==> src/rtl/csa_compressor_pipe.sv <==
// csa_compressor_pipe: pipelined N:2 carry-save compressor built from levels
// of 3:2 CSAs, one register stage per level, valid/ready flow control.
// Optional build macro CSA_FINAL_ADD_EN adds a registered final adder stage
// that produces out_sum = out_s1 + out_s2.

// Single 3:2 carry-save adder slice; the carry is pre-shifted and its MSB dropped.
module csa_3to2 #(
  parameter int WIDTH = 32
) (
  input  logic [WIDTH-1:0] a_i,
  input  logic [WIDTH-1:0] b_i,
  input  logic [WIDTH-1:0] c_i,
  output logic [WIDTH-1:0] s_o,
  output logic [WIDTH-1:0] c_o
);
  assign s_o = a_i ^ b_i ^ c_i;
  assign c_o = ((a_i & b_i) | (a_i & c_i) | (b_i & c_i)) << 1;
endmodule

module csa_compressor_pipe #(
  parameter int WIDTH   = 32,
  parameter int NUM_OPS = 4
) (
  input  logic                       clk,
  input  logic                       rst_n,
  input  logic                       in_valid,
  output logic                       in_ready,
  input  logic [NUM_OPS*WIDTH-1:0]   in_ops,
  output logic                       out_valid,
  input  logic                       out_ready,
  output logic [WIDTH-1:0]           out_s1,
  output logic [WIDTH-1:0]           out_s2
`ifdef CSA_FINAL_ADD_EN
  ,
  output logic [WIDTH-1:0]           out_sum
`endif
);

  // Live vector count after lvl reduction levels.
  function automatic int vec_cnt(input int n, input int lvl);
    int c;
    c = n;
    for (int i = 0; i < lvl; i++) c = 2 * (c / 3) + c % 3;
    return c;
  endfunction

  // Number of 3:2 levels needed to reach two vectors.
  function automatic int num_levels(input int n);
    int c;
    int l;
    c = n;
    l = 0;
    for (int i = 0; i < 8; i++) begin
      if (c > 2) begin
        c = 2 * (c / 3) + c % 3;
        l++;
      end
    end
    return l;
  endfunction

  localparam int LVLS = num_levels(NUM_OPS);
`ifdef CSA_FINAL_ADD_EN
  localparam int FA = 1;
`else
  localparam int FA = 0;
`endif
  localparam int STAGES = LVLS + FA;

  if (NUM_OPS < 3 || NUM_OPS > 8) begin : g_bad_num_ops
    $error("csa_compressor_pipe: NUM_OPS must be in 3..8");
  end

  typedef logic [NUM_OPS-1:0][WIDTH-1:0] vecs_t;

  // stg[0] is the operand set at the input; stg[k] is the register of level k,
  // zero-padded above its live vector count.
  vecs_t               stg [LVLS:0];
  logic [STAGES:1]     vld_q;
  logic [STAGES:0]     vld_pipe;
  logic [STAGES+1:1]   rdy;
  logic [STAGES:1]     ld;

  assign vld_pipe = {vld_q, in_valid};

  // Ready chains combinationally from the output back toward the input.
  always_comb begin
    rdy = '0;
    rdy[STAGES+1] = out_ready;
    for (int k = STAGES; k >= 1; k--) rdy[k] = ~vld_q[k] | rdy[k+1];
  end

  assign ld        = vld_pipe[STAGES-1:0] & rdy[STAGES:1];
  assign in_ready  = rdy[1];
  assign out_valid = vld_q[STAGES];

  // A stage's valid follows its upstream whenever the stage can accept.
  always_ff @(posedge clk or negedge rst_n) begin
    if (!rst_n) begin
      vld_q <= '0;
    end else begin
      for (int k = 1; k <= STAGES; k++) begin
        if (rdy[k]) vld_q[k] <= vld_pipe[k-1];
      end
    end
  end

  assign stg[0] = in_ops;

  for (genvar k = 0; k < LVLS; k++) begin : g_lvl
    localparam int NIN  = vec_cnt(NUM_OPS, k);
    localparam int NOUT = vec_cnt(NUM_OPS, k + 1);
    localparam int NG   = NIN / 3;
    localparam int NR   = NIN % 3;

    logic [NOUT-1:0][WIDTH-1:0] dat_d;
    logic [NOUT-1:0][WIDTH-1:0] dat_q;

    // Groups of three go through a CSA: sum to even slot, carry to odd slot.
    for (genvar j = 0; j < NG; j++) begin : g_csa
      csa_3to2 #(.WIDTH(WIDTH)) u_csa (
        .a_i (stg[k][3*j]),
        .b_i (stg[k][3*j+1]),
        .c_i (stg[k][3*j+2]),
        .s_o (dat_d[2*j]),
        .c_o (dat_d[2*j+1])
      );
    end

    // Leftover vectors ride along unchanged behind the CSA outputs.
    for (genvar j = 0; j < NR; j++) begin : g_pass
      assign dat_d[2*NG+j] = stg[k][3*NG+j];
    end

    // Level register loads only on a transfer into this stage.
    always_ff @(posedge clk or negedge rst_n) begin
      if (!rst_n)        dat_q <= '0;
      else if (ld[k+1])  dat_q <= dat_d;
    end

    assign stg[k+1] = {{((NUM_OPS - NOUT) * WIDTH){1'b0}}, dat_q};
  end

  // Padding slots of the stage arrays are never read by the reduction.
  logic unused_stg;
  always_comb begin
    unused_stg = 1'b0;
    for (int k = 0; k <= LVLS; k++) unused_stg = unused_stg ^ (^stg[k]);
  end

`ifdef CSA_FINAL_ADD_EN
  logic [WIDTH-1:0] s1_q, s2_q, sum_q, sum_d;

  assign sum_d = stg[LVLS][0] + stg[LVLS][1];

  // Final adder stage; s1/s2 are re-registered to stay aligned with the sum.
  always_ff @(posedge clk or negedge rst_n) begin
    if (!rst_n) begin
      s1_q  <= '0;
      s2_q  <= '0;
      sum_q <= '0;
    end else if (ld[STAGES]) begin
      s1_q  <= stg[LVLS][0];
      s2_q  <= stg[LVLS][1];
      sum_q <= sum_d;
    end
  end

  assign out_s1  = s1_q;
  assign out_s2  = s2_q;
  assign out_sum = sum_q;
`else
  assign out_s1 = stg[LVLS][0];
  assign out_s2 = stg[LVLS][1];
`endif

endmodule

==> config.mk <==
export PLATFORM = sky130hd
export DESIGN_NAME = csa_compressor_pipe
export DESIGN_NICKNAME = d
export VERILOG_FILES = /design/src/rtl/csa_compressor_pipe.sv
export SDC_FILE = /design/constraint.sdc
export NUM_CORES = 1
export LEC_CHECK = 0
export BUFFER_PORTS_ARGS = -buffer_cell sky130_fd_sc_hd__buf_2
export CORE_MARGIN = 2
export CORE_UTILIZATION = 57
export CTS_CLUSTER_SIZE = 30
export DETAILED_ROUTE_END_ITERATION = 10
export PLACE_DENSITY = 0.85
export SLEW_MARGIN = 20
export SYNTH_ARGS = -nofsm -noshare
export SYNTH_HDL_FRONTEND = slang
export SYNTH_SLANG_ARGS = --single-unit
==> constraint.sdc <==
create_clock -name clk -period 2.98 [get_ports clk]
set_input_delay 0.596 -clock clk [delete_from_list [all_inputs] [get_ports clk]]
set_output_delay 0.596 -clock clk [all_outputs]
set_load 0.01 [all_outputs]
Word-level counts from Yosys, hierarchy flattened
Index checks and enable logic that the tools add are counted.
- add/sub/neg operators: 0
- multiply operators: 0
- div/mod/pow operators: 0
- order comparisons: 0
- eq/ne operators: 0
- shift-type cells: 0
- muxes and demuxes: 0
- bitwise operators: 19
- reduce and logical (&&, ||, !) cells: 0
- operators by type and width (kind ; number):
    AND 31 bit ; 6
    bitwise XOR 32 bit ; 4
    bitwise OR 31 bit ; 4
    AND 2 bit ; 1
    NOT 1 bit ; 2
    bitwise OR 1 bit ; 2
- register bits after elaboration: 160
- bits in latches: 0
- memory bits (writable): 0
- memory bits (read-only): 0
- input port bits: 132
- output and inout port bits: 66
- word-level logic and storage cells: 26
- memories kept: 0

Logic depth before layout (Yosys ltp)
Gate-level depths: netlist of the first run.
- word-level depth: 4
- depth in mapped cells: 5
- depth with buffers taken out: 3

By module
A second synthesis of the first run with hierarchy kept.
- cell total of the unflattened synthesis: 412
- area, all modules: 7578.5 µm²
- by module, submodules not included (module ; instances ; cells each ; area an instance (µm²) ; sequential area each (µm²)):
    csa_compressor_pipe ; 1 ; 344 ; 6267.3 ; 4053.9
    csa_3to2 ; 2 ; 34 ; 655.6 ; 0.0

Least setup slack after synthesis of the first run
Ideal clock, no wire load.
- kind: input to register
- start: input out_ready
- end: register g_lvl[0].dat_q[0] (netlist name)
- setup time: 125 ps
- arrival: 1458 ps
- required time: 2855 ps
- path slack: 1397 ps
- stages: 5
- path buffers: 2
- path through: nand3b_4 -> nand2_4 -> buf_12 -> buf_12 -> mux2_4
- cells in the longest elaborated chain, start to end: 3
- RTL lines (what ; RTL line ; RTL):
    from (decl) ; 30 ; input logic out_ready,
    bitwise OR 1 bit (2 in a row) ; 90 ; for (int k = STAGES; k >= 1; k--) rdy[k] = ~vld_q[k] | rdy[k+1];
    AND 2 bit ; 93 ; assign ld = vld_pipe[STAGES-1:0] & rdy[STAGES:1];
    to (signal assigned) ; 138 ; else if (ld[k+1]) dat_q <= dat_d;
    to (decl) ; 117 ; logic [NOUT-1:0][WIDTH-1:0] dat_q;
No other way between the ends.
A chain may end at the register's enable or synchronous reset.

Worst setup path in the final report of the first run
- start: register vld_q[2] (netlist name)
- end: output in_ready
- cells in the longest elaborated chain, start to end: 3
- RTL lines (what ; RTL line ; RTL):
    from (decl) ; 79 ; logic [STAGES:1] vld_q;
    from (signal, indexed assignment) ; 103 ; if (rdy[k]) vld_q[k] <= vld_pipe[k-1];
    NOT 1 bit ; 90 ;
    bitwise OR 1 bit (2 in a row) ; 90 ;
    to (decl) ; 27 ; output logic in_ready,
No other way between the ends.

==> metrics.csv, run 1 <==
metric;value;unit
pre-CTS setup slack;1040;ps
clk_lat worst skew;420;ps
CP required;2380;ps
WS Path Type;flip-flop to output port;
maximum vdd drop;0.545;mV
HPWL Detailed;10600;µm
final setup violation count;0;
Reg2Reg Depth;4;
clk sink count;160;
outcome;finished, final reports clean;
Worst Setup End Kind;output port;
Final WS setup;1220;ps
RR Startpoint;vld_q[2];
most common cell after layout, fill and taps aside;buf_2;
Post-route DRC;0;
CTS max path bufs;2;
DRT antenna net count;0;
worst relative slew slack;0.521;
CTS Buf Count;17;
# port buffers;196;
Root Buffer;clkbuf_16;
htree depth;4;
max-slew violation count;0;
flops & latches, synth;160;
post-cts hold buffer count;0;
vias;4085;
area grow syn2layout;21.9;%
register area share after synthesis;0.532;
Period Utilization, post-route;0.590;
Die Ht;119;µm
final hold vios;0;
Fillers;829;
reg2reg end;out_s1[26];
Setup Total Neg Slack;0;ps
Reg clk slew, reported paths;60;ps
post-synth cell types;14;
Iter 0 DRT Violations;168;
I/O pin cnt;198;
CP max stage cell;dfrtp_1;
initial antenna violation count;1;
Startpoint Class;flip-flop;
total number of yosys warnings;0;
largest net degree at the start of global routing;79;
Fmax;0.569;GHz
layout cells sized above 1;0.633;
commonest non-fill, non-tap cells in the layout;buf_2 (195), dfrtp_1 (160), mux2_2 (108), fa_1 (61), mux2_4 (50);
register area;4000;µm²
Leakage;0.00434;µW
first drt pass iteration count;6;
RSZ-0062 raised after global routing;no;
Core Area;12800;µm²
vias in the first global route;4786;
crit-path cells;nand3b_4 -> buf_2;
Final #Nets;807;
initial core utilization;0.589;
Die Span X;119;µm
Syn Area/Cell;18.4;µm²
Max-Cap Viols;0;
Vias/cell;5.12;
Worst Skew;8.18;ps
Total Routing Usage GR;0.227;
worst-margin pin slew;719;ps
Hold/Removal Path Class;primary input to async pin;
crit path from;vld_q[2];
slowest stage delay, CP;450;ps
PwrDens;800;nW/µm²
post-CTS setup buffer count;0;
area occupied by multi-input gates;3300;µm²
Cell Area, Synth;7520;µm²
Resized cells post-CTS;0;
Mapped Cells;408;
Final min period;1760;ps
cell row count;41;
R2R Setup Slk;1350;ps
antenna diode instance count;0;
Worst EP arrival;1160;ps
Avg WL per Cell;18.2;µm
Overflow after GRT;0;
global-route wire length before repair;24500;µm
hold slack;188;ps
gpl congestion;0.776;
DRT Wirelength;14500;µm
Post-Synthesis Net Count;602;
TritonCTS clock tree;done;
die footprint;14100;µm²
critical-path maximum fanout;3;
[worst max-delay path by stage]
stage | end | cells after the start
final | in_ready | 2
after global routing | in_ready | 2
after CTS | in_ready | 2
after detailed placement | out_s1[26] | 5
after global placement | out_s1[26] | 5
after floorplan | g_lvl[0].dat_q[0] | 5
[flip-flops by register name, summed over array words and instances, names as in the netlist]
signal	flops
g_lvl.dat_q	95
out_s1	32
out_s2	31
vld_q	2
[worst max-delay path: cells and delay by family (launching register included)]
kind	cells	cell delay, ps
DFF	1	450
buffers and inverters	1	160
and+or+nand+nor	1	130
[per-stage QoR]
step	cells	cell area, µm²	util	power (µW)
after floorplan	408	7520	-	4390
final	798	9170	0.718	7340
after global routing	798	9170	0.718	7770
after global placement	766	8590	0.673	5100
after detailed placement	766	8590	0.673	5260
after CTS	798	9170	0.718	7440
[metal layers]
metal / track usage / part of all wire / vias to the layer above
met5: 0 / 0.00090 / -
met4: 0.0856 / 0.027 / 2
met3: 0.0809 / 0.064 / 30
met2: 0.377 / 0.52 / 137
met1: 0.274 / 0.39 / 2110
li1: - / - / 1806
[kinds of logic after synthesis]
| kind of cell | after synthesis | synth area share |
|---|---|---|
| XOR/XNOR | 4 | 0.00466 |
| adder cells (fa/ha/maj) | 62 | 0.164 |
| buffers and inverters | 17 | 0.0299 |
| flip-flops | 160 | 0.532 |
| multiplexers | 158 | 0.261 |
| other | 1 | 0.000498 |
| AND/OR/NAND/NOR | 6 | 0.00748 |
[layout make-up]
type | count | area share
clock inverter | 12 | 0.0125
clock buffer | 20 | 0.0509
multi-input combinational | 231 | 0.359
tap | 172 | 0.0235
sequential | 160 | 0.436
timing repair buffer | 203 | 0.117
[Yosys cell counts]
| cell type | n | share of area |
|---|---|---|
| dfrtp_1 | 160 | 0.53 |
| mux2_2 | 108 | 0.16 |
| fa_1 | 61 | 0.16 |
| mux2_4 | 50 | 0.10 |
| buf_12 | 6 | 0.016 |
| buf_6 | 6 | 0.0090 |
| buf_4 | 5 | 0.0050 |
| xnor2_1 | 4 | 0.0047 |
| nand2b_1 | 3 | 0.0025 |
| conb_1 | 1 | 0.00050 |
| ha_1 | 1 | 0.0017 |
| nand2_2 | 1 | 0.00083 |
| nand2_4 | 1 | 0.0015 |
| nand3b_4 | 1 | 0.0027 |
[report_power, final]
group	total [µW]	switching (µW)	internal [µW]
sequential	3240	423	2810
clock	2130	846	1290
combinational	1970	857	1110
Power figures use the tool's default switching activity.
==> run 2, diff against run 1 <==
Settings changed: CORE_UTILIZATION 57 to 48, PLACE_DENSITY 0.85 to 0.77.
Clock period 2.98 ns to 1.6 ns, I/O delays scaled along.
==> run 2 against run 1 <==
Sequential power grew 86%. Count of clock-buffer cells in the layout grew 2. First-iteration DRC count shrank 37%. Cell count grew 5.4%. Sequential cell count is the same. Critical path depth grew 2. Cell area grew 1.5%. Clock power grew 76%. Highest routed layer is now met4.
==> metrics.csv, run 2 (synthesis results as in run 1) <==
metric;value;unit;change
outcome;finished, final reports clean;;
Worst Setup End Kind;flip-flop;;
Max-Cap Viols;0;;unchanged
Fmax;0.700;GHz;
CTS max path bufs;2;;unchanged
sequential share of power;0.449;;+0.008
RR Startpoint;vld_q[1];;
Top reg by flops;g_lvl.dat_q;;
RSZ-0062 raised after global routing;no;;
PwrDens;1440;nW/µm²;+80%
Fillers;1166;;+41%
max FFs per register;95;;unchanged
global-route wire length before repair;23400;µm;-4.6%
Worst Skew;5.33;ps;-2.85 ps
final cell count without fillers;841;;+5.4%
WS Path Type;flip-flop to flip-flop;;
Final min period;1430;ps;
initial antenna violation count;0;;-1
clk sink count;160;;unchanged
gpl congestion;0.776;;+0.10%
CP required;1890;ps;-490 ps
HPWL Detailed;10600;µm;+0.30%
Die Ht;129;µm;+8.7%
Internal Pwr Total;9600;µW;+84%
Power Total;13400;µW;+83%
Reg2Reg Depth;4;;unchanged
initial core utilization;0.493;;-0.0959
Post-route DRC;0;;unchanged
reg2reg end;g_lvl[0].dat_q[34];;
critical-path maximum fanout;32;;+29
htree depth;4;;unchanged
clock power share;0.280;;-0.011
Setup Total Neg Slack;0;ps;unchanged
Root Buffer;clkbuf_16;;
Resized cells post-CTS;0;;unchanged
crit-path cells;nand3b_4 -> nand2_4 -> buf_12 -> mux2_2;;
cell row count;45;;+9.8%
post-cts hold buffer count;1;;+1
Final Instance Area;9310;µm²;+1.5%
die footprint;16700;µm²;+18%
layout cells sized above 1;0.632;;-0.000842
Final #Nets;815;;+0.99%
Critical Path End;g_lvl[0].dat_q[34];;
Reg clk slew, reported paths;60;ps;about the same
Startpoint Class;flip-flop;;
R2R Setup Slk;170;ps;-1180 ps
number of cells on the critical path;4;;+2
Sw Share;0.285;;-0.00509
Crit path buffers/inverters;1;;unchanged
final setup violation count;0;;unchanged
Iter 0 DRT Violations;106;;-37%
most common cell after layout, fill and taps aside;buf_2;;
# port buffers;196;;unchanged
Total Routing Usage GR;0.184;;-0.0436
area grow syn2layout;23.7;%;
final hold vios;0;;unchanged
Overflow after GRT;0;;unchanged
Post-DP Area;8760;µm²;+1.9%
Avg WL per Cell;16.9;µm;-6.8%
commonest non-fill, non-tap cells in the layout;buf_2 (195), dfrtp_1 (160), mux2_2 (108), fa_1 (61), mux2_4 (50);;
Leakage;0.00438;µW;+0.83%
clk_lat worst skew;410;ps;about the same
Die Span X;129;µm;+8.7%
NetSw;3820;µW;+80%
Vias/cell;4.84;;-5.4%
CP max stage cell;dfrtp_1;;
max-slew violation count;0;;unchanged
Worst EP arrival;1720;ps;+560 ps
largest net degree at the start of global routing;44;;-44%
DRT Wirelength;14300;µm;-1.8%
vias;4072;;-0.32%
Period Utilization, post-route;0.893;;
crit path from;vld_q[1];;
first drt pass iteration count;4;;-2
family with the most delay on the worst path;flip-flops;;
CTS Buf Count;17;;unchanged
TritonCTS clock tree;done;;
vias in the first global route;4540;;-5.1%
Hold/Removal Path Class;primary input to flip-flop;;
maximum vdd drop;0.774;mV;+42%
slowest stage delay, CP;430;ps;-20 ps
antenna diode instance count;0;;unchanged
Logic pwr share;0.271;;+0.003
Core Area;15300;µm²;+19%
post-CTS setup buffer count;0;;unchanged
I/O pin cnt;198;;unchanged
hold slack;142;ps;-45.8 ps
DRT antenna net count;0;;unchanged
placed cell count;812;;+6.0%
run 2: cell count changes in the layout (fill, tap and decap cells not counted), sizes merged:
cell and change:
buf +7, bufinv -1, clkbuf +2, clkinv -5
dlygate4sd3 +1
run 2: layer usage:
| metal | GRT usage | part of all wire | vias to the layer above |
|---|---|---|---|
| met3 | 0.0508 | 0.055 | 21 |
| li1 | - | - | 1818 |
| met1 | 0.236 | 0.42 | 2103 |
| met5 | 0 | 0 | - |
| met4 | 0.0665 | 0.019 | 0 |
| met2 | 0.302 | 0.51 | 130 |
run 2: how the worst min path moves through the flow:
stage,from,to,slack [ps],depth (start not counted)
floorplan,rst_n,g_lvl[0].dat_q[0],20,0
global placement,rst_n,out_s1[21],290,1
detailed placement,rst_n,out_s1[21],290,1
CTS,in_ops[102],g_lvl[0].dat_q[70],120,2
global route,in_ops[104],g_lvl[0].dat_q[72],120,2
finish,in_ops[102],g_lvl[0].dat_q[70],140,2
run 2: final cells by class:
cell class                      count  area (µm²)  area share
Multi-Input combinational cell    231        3300       0.354
Clock inverter                      6        60.1     0.00645
Sequential cell                   160        4000       0.430
Timing Repair Buffer              211        1200       0.129
Tap cell                          211         264      0.0284
Clock buffer                       22         484      0.0520
run 2: worst register-to-register path: cells and delay by family (launching register included):
family        cells  cell delay, ps
simple gates      2             250
mux               1             400
buf+inv           1             240
flops             1             430
run 2: through the flow:
stage | setup WS (ps) | util
2_1_floorplan | 230 | -
6_report | 171 | 0.610
5_1_grt | 97.8 | 0.610
3_3_place_gp | 148 | 0.574
4_1_cts | 147 | 0.610
3_5_place_dp | 106 | 0.574
run 2: power by group through the flow:
| stage | registers (µW) | logic [µW] | clock network, µW |
|---|---|---|---|
| detailed placement | 6090 | 3700 | 0 |
| floorplan | 6290 | 1880 | 0 |
| global route | 6190 | 4060 | 4020 |
| CTS | 6040 | 3730 | 3850 |
| global placement | 6010 | 3580 | 0 |
| finish | 6020 | 3640 | 3750 |
